<file path="config.mk">
export PLATFORM = sky130hd
export DESIGN_NAME = fetch_queue_unit
export DESIGN_NICKNAME = d
export VERILOG_FILES = /design/src/rtl/fetch_queue_unit_pkg.sv /design/src/rtl/sync_fifo.sv /design/src/rtl/fetch_queue_unit.sv
export SDC_FILE = /design/constraint.sdc
export NUM_CORES = 1
export LEC_CHECK = 0
export CAP_MARGIN = 20
export CELL_PAD_IN_SITES_DETAIL_PLACEMENT = 0
export CELL_PAD_IN_SITES_GLOBAL_PLACEMENT = 1
export CORE_MARGIN = 2
export CORE_UTILIZATION = 40
export DETAILED_ROUTE_END_ITERATION = 8
export PLACE_DENSITY_LB_ADDON = 0.1
export SYNTH_ARGS = -nofsm -noshare
export SYNTH_HDL_FRONTEND = slang
export SYNTH_HIERARCHICAL = 1
export SYNTH_SLANG_ARGS = --single-unit
</file>
<file path="constraint.sdc">
create_clock -name clk -period 4.45 [get_ports clk]
set_clock_uncertainty 0.15 [all_clocks]
set_input_delay 0.89 -clock clk [delete_from_list [all_inputs] [get_ports clk]]
set_output_delay 0.89 -clock clk [all_outputs]
set_load 0.005 [all_outputs]
</file>
<file path="src/rtl/fetch_queue_unit_pkg.sv">
// rtl/fetch_queue_unit_pkg.sv - shared constants and helpers for the fetch front end
//
// Purpose : Instruction width, default reset PC and the PC alignment check
//           used by fetch_queue_unit and its sub-modules.
// Ports   : none (package).

package fetch_queue_unit_pkg;

   localparam int          INSTR_W          = 32;
   localparam logic [31:0] RESET_PC_DEFAULT = 32'h0000_0000;

   // Instructions are 32-bit and word aligned; any set low bit is a bad target.
   function automatic logic pc_misaligned(input logic [1:0] pc_lsb);
      return pc_lsb != 2'b00;
   endfunction

endpackage

</file>
<file path="src/rtl/sync_fifo.sv">
// rtl/sync_fifo.sv - synchronous FIFO with flush, occupancy count and zeroed-when-empty head
//
// Purpose : Generic DEPTH-entry queue (any DEPTH >= 2, not only powers of two).
//           Head data comes straight from the storage registers, so there is
//           no combinational path from push_data to head_data (no bypass).
// Ports   : clk        - clock
//           rst        - synchronous active-high reset
//           flush      - synchronous empty; wins over push/pop
//           push       - write push_data at the tail (ignored when full without pop)
//           push_data  - entry to write
//           pop        - discard head (ignored when empty)
//           head_valid - queue not empty
//           head_data  - oldest entry, all-zero when empty
//           count      - entries currently held

module sync_fifo #(
   parameter int WIDTH = 64,
   parameter int DEPTH = 4
) (
   input  logic                       clk,
   input  logic                       rst,
   input  logic                       flush,
   input  logic                       push,
   input  logic [WIDTH-1:0]           push_data,
   input  logic                       pop,
   output logic                       head_valid,
   output logic [WIDTH-1:0]           head_data,
   output logic [$clog2(DEPTH+1)-1:0] count
);

   localparam int              PW       = (DEPTH > 1) ? $clog2(DEPTH) : 1;
   localparam int              CW       = $clog2(DEPTH + 1);
   localparam logic [PW-1:0]   LAST_IDX = PW'(DEPTH - 1);
   localparam logic [CW-1:0]   FULL_CNT = CW'(DEPTH);
   localparam logic [CW-1:0]   ONE_CNT  = CW'(1);

   logic [WIDTH-1:0] mem [DEPTH];
   logic [PW-1:0]    rd_ptr;
   logic [PW-1:0]    wr_ptr;
   logic [CW-1:0]    cnt;
   logic             empty;
   logic             full;
   logic             do_pop;
   logic             do_push;

   function automatic logic [PW-1:0] ptr_inc(input logic [PW-1:0] p);
      return (p == LAST_IDX) ? '0 : p + 1'b1;
   endfunction

   assign empty   = (cnt == '0);
   assign full    = (cnt == FULL_CNT);
   assign do_pop  = pop & ~empty;
   // A push into a full queue is legal only when the head leaves in the same cycle.
   assign do_push = push & (~full | do_pop);

   always_ff @(posedge clk) begin
      if (rst || flush) begin
         rd_ptr <= '0;
         wr_ptr <= '0;
         cnt    <= '0;
      end else begin
         if (do_push) wr_ptr <= ptr_inc(wr_ptr);
         if (do_pop)  rd_ptr <= ptr_inc(rd_ptr);
         case ({do_push, do_pop})
            2'b10:   cnt <= cnt + ONE_CNT;
            2'b01:   cnt <= cnt - ONE_CNT;
            default: cnt <= cnt;
         endcase
      end
   end

   // Storage carries no reset; emptiness is tracked by cnt alone.
   always_ff @(posedge clk) begin
      if (do_push && !flush && !rst) begin
         mem[wr_ptr] <= push_data;
      end
   end

   assign head_valid = ~empty;
   assign head_data  = empty ? '0 : mem[rd_ptr];
   assign count      = cnt;

endmodule

</file>
<file path="src/rtl/fetch_queue_unit.sv">
// rtl/fetch_queue_unit.sv - instruction fetch front end with PC, credit-based issue and fetch queue
//
// Purpose : Owns the fetch PC, issues reads to a 1-cycle synchronous
//           instruction memory and queues {pc, instr} pairs for decode.
//           Handles redirect with flush, halt, and misaligned redirect targets.
// Ports   : clk            - clock
//           rst            - synchronous active-high reset
//           imem_req       - read request this cycle
//           imem_addr      - word address of the request (fpc[IMEM_AW+1:2])
//           imem_rdata     - instruction, valid the cycle after imem_req
//           out_valid      - queue head valid
//           out_ready      - decode accepts the head
//           out_instr      - head instruction (0 when empty)
//           out_pc         - head PC (0 when empty)
//           redirect_valid - flush queue and restart fetch at redirect_pc
//           redirect_pc    - new fetch PC
//           halt           - level; blocks new requests
//           misalign_err   - sticky until rst: a redirect target was not word aligned
//           occupancy      - entries currently queued

module fetch_queue_unit
   import fetch_queue_unit_pkg::*;
#(
   parameter int              XLEN     = 32,
   parameter int              DEPTH    = 4,
   parameter int              IMEM_AW  = 7,
   parameter logic [XLEN-1:0] RESET_PC = XLEN'(RESET_PC_DEFAULT)
) (
   input  logic                       clk,
   input  logic                       rst,
   output logic                       imem_req,
   output logic [IMEM_AW-1:0]         imem_addr,
   input  logic [INSTR_W-1:0]         imem_rdata,
   output logic                       out_valid,
   input  logic                       out_ready,
   output logic [INSTR_W-1:0]         out_instr,
   output logic [XLEN-1:0]            out_pc,
   input  logic                       redirect_valid,
   input  logic [XLEN-1:0]            redirect_pc,
   input  logic                       halt,
   output logic                       misalign_err,
   output logic [$clog2(DEPTH+1)-1:0] occupancy
);

   localparam int              CW        = $clog2(DEPTH + 1);
   localparam int              EW        = XLEN + INSTR_W;
   localparam logic [CW:0]     DEPTH_LIM = DEPTH[CW:0];
   localparam logic [XLEN-1:0] PC_STEP   = XLEN'(4);

   logic [XLEN-1:0] fpc;
   logic [XLEN-1:0] req_pc;
   logic            inflight;
   logic            misalign_q;
   logic            pop;
   logic            push;
   logic            issue;
   logic [CW:0]     credit_used;
   logic            head_valid;
   logic [EW-1:0]   head_data;
   logic [CW-1:0]   count;

   // Slots already spoken for: queued entries plus the response in flight,
   // minus the head leaving this cycle. One spare bit keeps DEPTH+1 representable.
   assign pop         = head_valid & out_ready;
   assign credit_used = {1'b0, count} + {{CW{1'b0}}, inflight} - {{CW{1'b0}}, pop};

   assign issue = ~rst & ~halt & ~misalign_q & ~redirect_valid & (credit_used < DEPTH_LIM);

   // A response returning in a redirect cycle belongs to the old path. A
   // redirect or reset one cycle earlier already blocked the request, and
   // reset clears inflight, so this is the only kill case left.
   assign push = inflight & ~redirect_valid;

   always_ff @(posedge clk) begin
      if (rst) begin
         fpc        <= RESET_PC;
         req_pc     <= RESET_PC;
         inflight   <= 1'b0;
         misalign_q <= 1'b0;
      end else begin
         inflight <= issue;
         if (redirect_valid) begin
            // The bad target is still loaded so it can be inspected after the error.
            fpc <= redirect_pc;
            if (pc_misaligned(redirect_pc[1:0])) begin
               misalign_q <= 1'b1;
            end
         end else if (issue) begin
            req_pc <= fpc;
            fpc    <= fpc + PC_STEP;
         end
      end
   end

   sync_fifo #(
      .WIDTH (EW),
      .DEPTH (DEPTH)
   ) u_queue (
      .clk        (clk),
      .rst        (rst),
      .flush      (redirect_valid),
      .push       (push),
      .push_data  ({req_pc, imem_rdata}),
      .pop        (pop),
      .head_valid (head_valid),
      .head_data  (head_data),
      .count      (count)
   );

   assign imem_req     = issue;
   assign imem_addr    = fpc[IMEM_AW+1:2];
   assign out_valid    = head_valid;
   assign out_pc       = head_data[EW-1:INSTR_W];
   assign out_instr    = head_data[INSTR_W-1:0];
   assign misalign_err = misalign_q;
   assign occupancy    = count;

endmodule

</file>
# == After elaboration in Yosys (flattened, before gate mapping) ==
# Memory sizes are Yosys's and may differ from the RTL's. A register that Yosys moved wholly into a read port is not among the register bits.
# Cells that the tools add are included.
# classes
add_sub_neg,7
mul,0
div_mod_pow,0
n_lt_le_gt_ge,1
n_eq_ne,5
shift,0
n_mux,10
n_bitwise,15
reduce_logical,11
# ops
op,n
2-to-1 mux 32 bit,2
2-to-1 mux 64 bit,1
"adder 32 x 3 -> 32 bit, second input constant",1
AND 1 bit,8
2-to-1 mux 2 bit,4
"== test 2 bit, second input constant",3
inverter 1 bit,6
case mux 3 bit (2 select lines),1
nonzero test 2 bit,3
"adder 2 x 1 -> 2 bit, second input constant",2
adder 3 x 1 -> 4 bit,1
"less-than comparator 4 x 3 -> 1 bit, second input constant",1
AND reduction 2 bit,2
subtractor 4 x 1 -> 4 bit,1
"adder 3 x 1 -> 3 bit, second input constant",1
"== test 3 bit, second input constant",1
zero test 3 bit,1
"subtractor 3 x 1 -> 3 bit, second input constant",1
"== test 2 x 1 -> 1 bit, second input constant",1
logical AND 1 bit,2
zero test 1 bit,2
2-to-1 mux 1 bit,2
logical OR 1 bit,1
bitwise OR 1 bit,1
# word_totals
register_bits,73
latchBits,0
mem_bits_rw,256
rom_bits,0
in_bits,69
out_inout_bits,77
n_memories,1
# mem_list
memory,words,width,read_ports,rd_clocked_by_memory_dff,wr,line_no,text
u_queue.mem,4,64,1,1,1,sync_fifo.sv:37,logic [WIDTH-1:0] mem [DEPTH];

# == Depth between registers and ports, before layout ==
# logic_depth
ltp_word,10
depth_mapped,13
mapped_depth_nobuf,10

# == Modules after synthesis ==
# Netlist, hierarchy kept.
# by_module_without_submodules
module,instances,cells_each,area_per_inst_um2,seq_area_each_um2
sync_fifo,1,472,10293.6,7867.5
fetch_queue_unit,1,353,3278.1,1321.3

# == Least setup slack after synthesis ==
# OpenSTA, ideal clock, no wires.
# synth_timing
path_kind,in2reg
start,input redirect_valid
end,memory u_queue.mem[0][0] (enable)
setup_ps,429
t_arrival_ps,3471
setup_slack_ps,400
stages,7
n_path_buf,2
cell_sequence,clkbuf_1 > nor2_1 > buf_2 > inv_1 > a31oi_1 > nor3b_2 > and2_1
# synth_between
elab_chain_len,7
word_cells_on_any_way,8
cone_classes,mux (2); bitwise (3); reduce/logical (3)
# synth_lines
element,line_no,text
"start, declared",fetch_queue_unit.sv:38,"input logic redirect_valid,"
inverter 1 bit (no line),--,
AND 1 bit,fetch_queue_unit.sv:72,assign push = inflight & ~redirect_valid;
net push,fetch_queue_unit.sv:55,logic push;
AND 1 bit,sync_fifo.sv:54,assign do_push = push & (~full | do_pop);
logical AND 1 bit (2 in series),sync_fifo.sv:74,if (do_push && !flush && !rst) begin
2-to-1 mux 1 bit,sync_fifo.sv:74,
2-to-1 mux 1 bit (not written as such),sync_fifo.sv:75,mem[wr_ptr] <= push_data;
"end, declared",sync_fifo.sv:37,
# The timed path passes the listed nets, and every way through them passes these cells.

# == Worst setup path in the final report ==
# layout_timing
start,input out_ready
end,output imem_req
# layout_between
elab_chain_len,4
# layout_lines
element,line_no,text
"start, declared",fetch_queue_unit.sv:35,"input logic out_ready,"
AND 1 bit,fetch_queue_unit.sv:64,assign pop = head_valid & out_ready;
net pop,fetch_queue_unit.sv:54,logic pop;
subtractor 4 x 1 -> 4 bit,fetch_queue_unit.sv:65,"assign credit_used = {1'b0, count} + {{CW{1'b0}}, inflight} - {{CW{1'b0}}, pop};"
less-than comparator 4 x 3 -> 1 bit,fetch_queue_unit.sv:67,assign issue = ~rst & ~halt & ~misalign_q & ~redirect_valid & (credit_used < DEPTH_LIM);
AND 1 bit,fetch_queue_unit.sv:67,
"end, declared",fetch_queue_unit.sv:31,"output logic imem_req,"
# The timed path passes the listed nets, and every way through them passes these cells.

==> flow_summary.yaml <==
run_status:
  status: "finished clean"
route:
  first_pass_iters: 4
  dr_total_vias: 7456
  wl_per_cell_um: 19.3
  vias_per_cell: 5.11
  ant_nets: 0
  first_iter_violations: 430
  drc: 0
  wl_mm: 28.1
setup_path:
  regToRegSetupSlack_ns: 0.99
  cp_max_fo: 2
  critPathArrivalTime_ns: 3.30
  criticalPathCategory: "input port to output port"
  critPathCaptureType: "output port"
  cp.required_ns: 3.41
  start_kind: "input port"
synth:
  postSynthAreaPerCell_um2: 16.5
  synth_edf_count: 256
  ys_types: 55
  ys_seq_area_frac: 0.677
  ys.flop_type: "edfxtp_1"
  synthesis.area_mm2: 0.0136
  synthCells: 825
  ys.warnings.count: 6
  yosys_register_bits: 331
  async_flop_share: 0
  syn-num-nets: 904
final_layout:
  final.fill_count: 2806
  n_antenna_cell: 0
  area_delta_synth_final_pct: 23.4
  multi_input_area_mm2: 0.00399
  finish.instance_area_mm2: 0.0167
  seqCellArea_mm2: 0.00920
  fin_nets: 1063
  final_cell_count_no_fill: 1460
  drive_above_1_share: 0.168
clocking:
  cts_setup_buffers: 0
  cts.htree.levels: 2
  cts_sinks: 331
  clk_pin_slew_worst_paths_ns: 0.05
  clk_latency_ns: 0.51
  post_cts_resized: 0
  hold_buffers: 0
  cts_tree: "done"
  clk_path_buf_depth: 3
  clock-root-buffer: "clkbuf_16"
  numCtsBuffers: 36
sta:
  finalCritPeriodShare: 0.975
  tightest_slew_ns: 0.900
  rsz0062_at_grt: "no"
  slew_viol_final: 0
  fmaxAchievable_mhz: 231
  max_slew_margin: 0.398
  hold_slack_ns: 0.328
  setup_tns_ns: 0
  setup_slack_ns: 0.113
  hold_violations: 0
  finalSetupViolCount: 0
  period_needed_ns: 4.34
floorplanning:
  start_util: 0.406
  dieArea_mm2: 0.0354
  coreArea_mm2: 0.0334
  ios: 146
  rows: 67
  die_h_um: 188
  die_x_um: 188
placement:
  place_area_mm2: 0.0156
  dp_cells: 1394
  io_buffers: 145
  pre_cts_slack_ns: 0.101
  gp_congestion: 0.733
  dpl.hpwl_mm: 17.5
pwr:
  powerDensity_mw_per_mm2: 388
  vdd_ir_drop_max_mv: 0.232
  combPwrFrac: 0.031
  p_clk_frac: 0.449
  p_seq_frac: 0.520
  leakagePower_nw: 5.06
  p_int_mw: 5.22
  p_sw_frac: 0.197
  net-switching-power_mw: 1.28
global_route:
  antenna_found_initial: 0
  grt_pass1_wl_mm: 43.7
  grt_overflow: 0
  grt_start_max_net_pins: 69
  grt_use_total: 0.159
  grt_pass1_vias: 7395
min_path:
  min_path_type: "flip-flop to flip-flop"
job:
  maxCapViolations: 0
stage by stage:
stage	power, mW	util
after floorplan	3.53	-
final	6.50	0.501
after CTS	6.60	0.501
after global placement	3.65	0.466
after global routing	6.73	0.501
after detailed placement	3.65	0.466
cells in the final DEF (no fill, tap or decap), types with 4 or more instances in the layout:
master / synthesis / final
edfxtp_1: 256 / 256
clkdlybuf4s50_1: 0 / 144
dfxtp_1: 75 / 73
and2_1: 70 / 66
nor2_1: 62 / 62
mux4_2: 60 / 60
mux2i_1: 38 / 38
clkbuf_16: 0 / 37
xnor2_1: 27 / 27
nand2_1: 27 / 27
buf_4: 8 / 23
a211oi_1: 19 / 19
nand3_1: 16 / 16
inv_1: 14 / 14
a21oi_1: 14 / 14
clkbuf_1: 24 / 13
a2111oi_2: 11 / 11
ha_1: 9 / 9
o21ai_0: 8 / 8
buf_12: 6 / 8
nand4_1: 6 / 6
and3_1: 5 / 5
clkinv_2: 0 / 5
o21bai_1: 4 / 4
bufinv_16: 0 / 4
mux4_1: 4 / 4
and2_4: 0 / 4
cell usage after synthesis (all sizes together) (2+ instances only):
cell     instances  area share
and4             3      0.0019
o21bai           4      0.0022
nor2            62       0.017
inv             14      0.0039
or2              3      0.0014
buf             29       0.020
o21ai            9      0.0033
nand3           16      0.0059
clkbuf          26      0.0074
dfxtp           75        0.11
a31oi            2     0.00092
and2            70       0.032
and3             5      0.0023
nand4            6      0.0028
edfxtp         256        0.57
o22ai            2     0.00092
nor2b            3      0.0014
ha               9      0.0083
a211oi          20       0.011
nor3b            3      0.0020
or3              4      0.0022
a21oi           15      0.0058
a2111oi         16       0.018
mux4            64        0.11
nor3             3      0.0011
mux2i           38       0.028
nand2           27      0.0075
xnor2           27       0.017
sequential cells by signal (all words and copies together) (netlist names), named ones only:
signal	cells
fpc	32
inflight	1
misalign_err	1
req_pc	32
u_queue/count	3
u_queue/mem	256
u_queue/rd_ptr	2
u_queue/wr_ptr	2
worst paths after layout:
| path | from | to | cells past startpoint |
|---|---|---|---|
| max | out_ready | imem_req | 9 |
| min | u_queue/rd_ptr[1]$_SDFFE_PP0N_ | flip-flop | 2 |
| max reg2reg | u_queue/count[1]$_SDFFE_PP0P_ | fpc[30]$_SDFFE_PP0P_ | 11 |
| min reg2reg | u_queue/rd_ptr[1]$_SDFFE_PP0N_ | flip-flop | 2 |
metal layers:
layer  up-vias  global-route usage  share of wire
met3        41              0.0274          0.039
met2       158               0.259           0.47
met4         0              0.0409          0.019
li1       3501                   -              -
met5         -                   0              0
met1      3756               0.222           0.47
worst max-delay path: stages:
cell	delay, ns
clkdlybuf4s50_1	0.45
and2_1	0.15
ha_1	0.15
inv_1	0.04
ha_1	0.25
and3b_1	0.17
or4_1	0.47
a21oi_4	0.20
clkdlybuf4s50_1	0.52
kinds of logic (layout without fill, tap and decap cells):
| logic type | count (synthesis) | count (layout) | synth area share |
|---|---|---|---|
| and+or+nand+nor | 208 | 208 | 0.0798 |
| muxes | 103 | 103 | 0.136 |
| DFF | 331 | 331 | 0.677 |
| AOI/OAI and AO/OA | 77 | 77 | 0.0485 |
| xor gates and xnor gates | 27 | 27 | 0.0174 |
| buffers and inverters | 69 | 256 | 0.0313 |
| adders and majority gates | 10 | 10 | 0.00977 |
power by group through the flow:
| stage | sequential (mW) | clock [mW] | combinational (mW) |
|---|---|---|---|
| after floorplan | 3.43 | 0 | 0.0966 |
| after global placement | 3.45 | 0 | 0.206 |
| after detailed placement | 3.45 | 0 | 0.206 |
| after CTS | 3.38 | 3.01 | 0.207 |
| after global routing | 3.38 | 3.13 | 0.223 |
| final | 3.38 | 2.92 | 0.204 |
layout make-up:
class / count / share of cell area
clock buffers: 50 / 0.0582
clock inverters: 16 / 0.0113
inverters: 14 / 0.00314
multi-input cells: 425 / 0.238
flip-flops and latches: 331 / 0.549
well taps: 448 / 0.0335
repair buffers: 176 / 0.106
(Power assumes the default switching activity.)
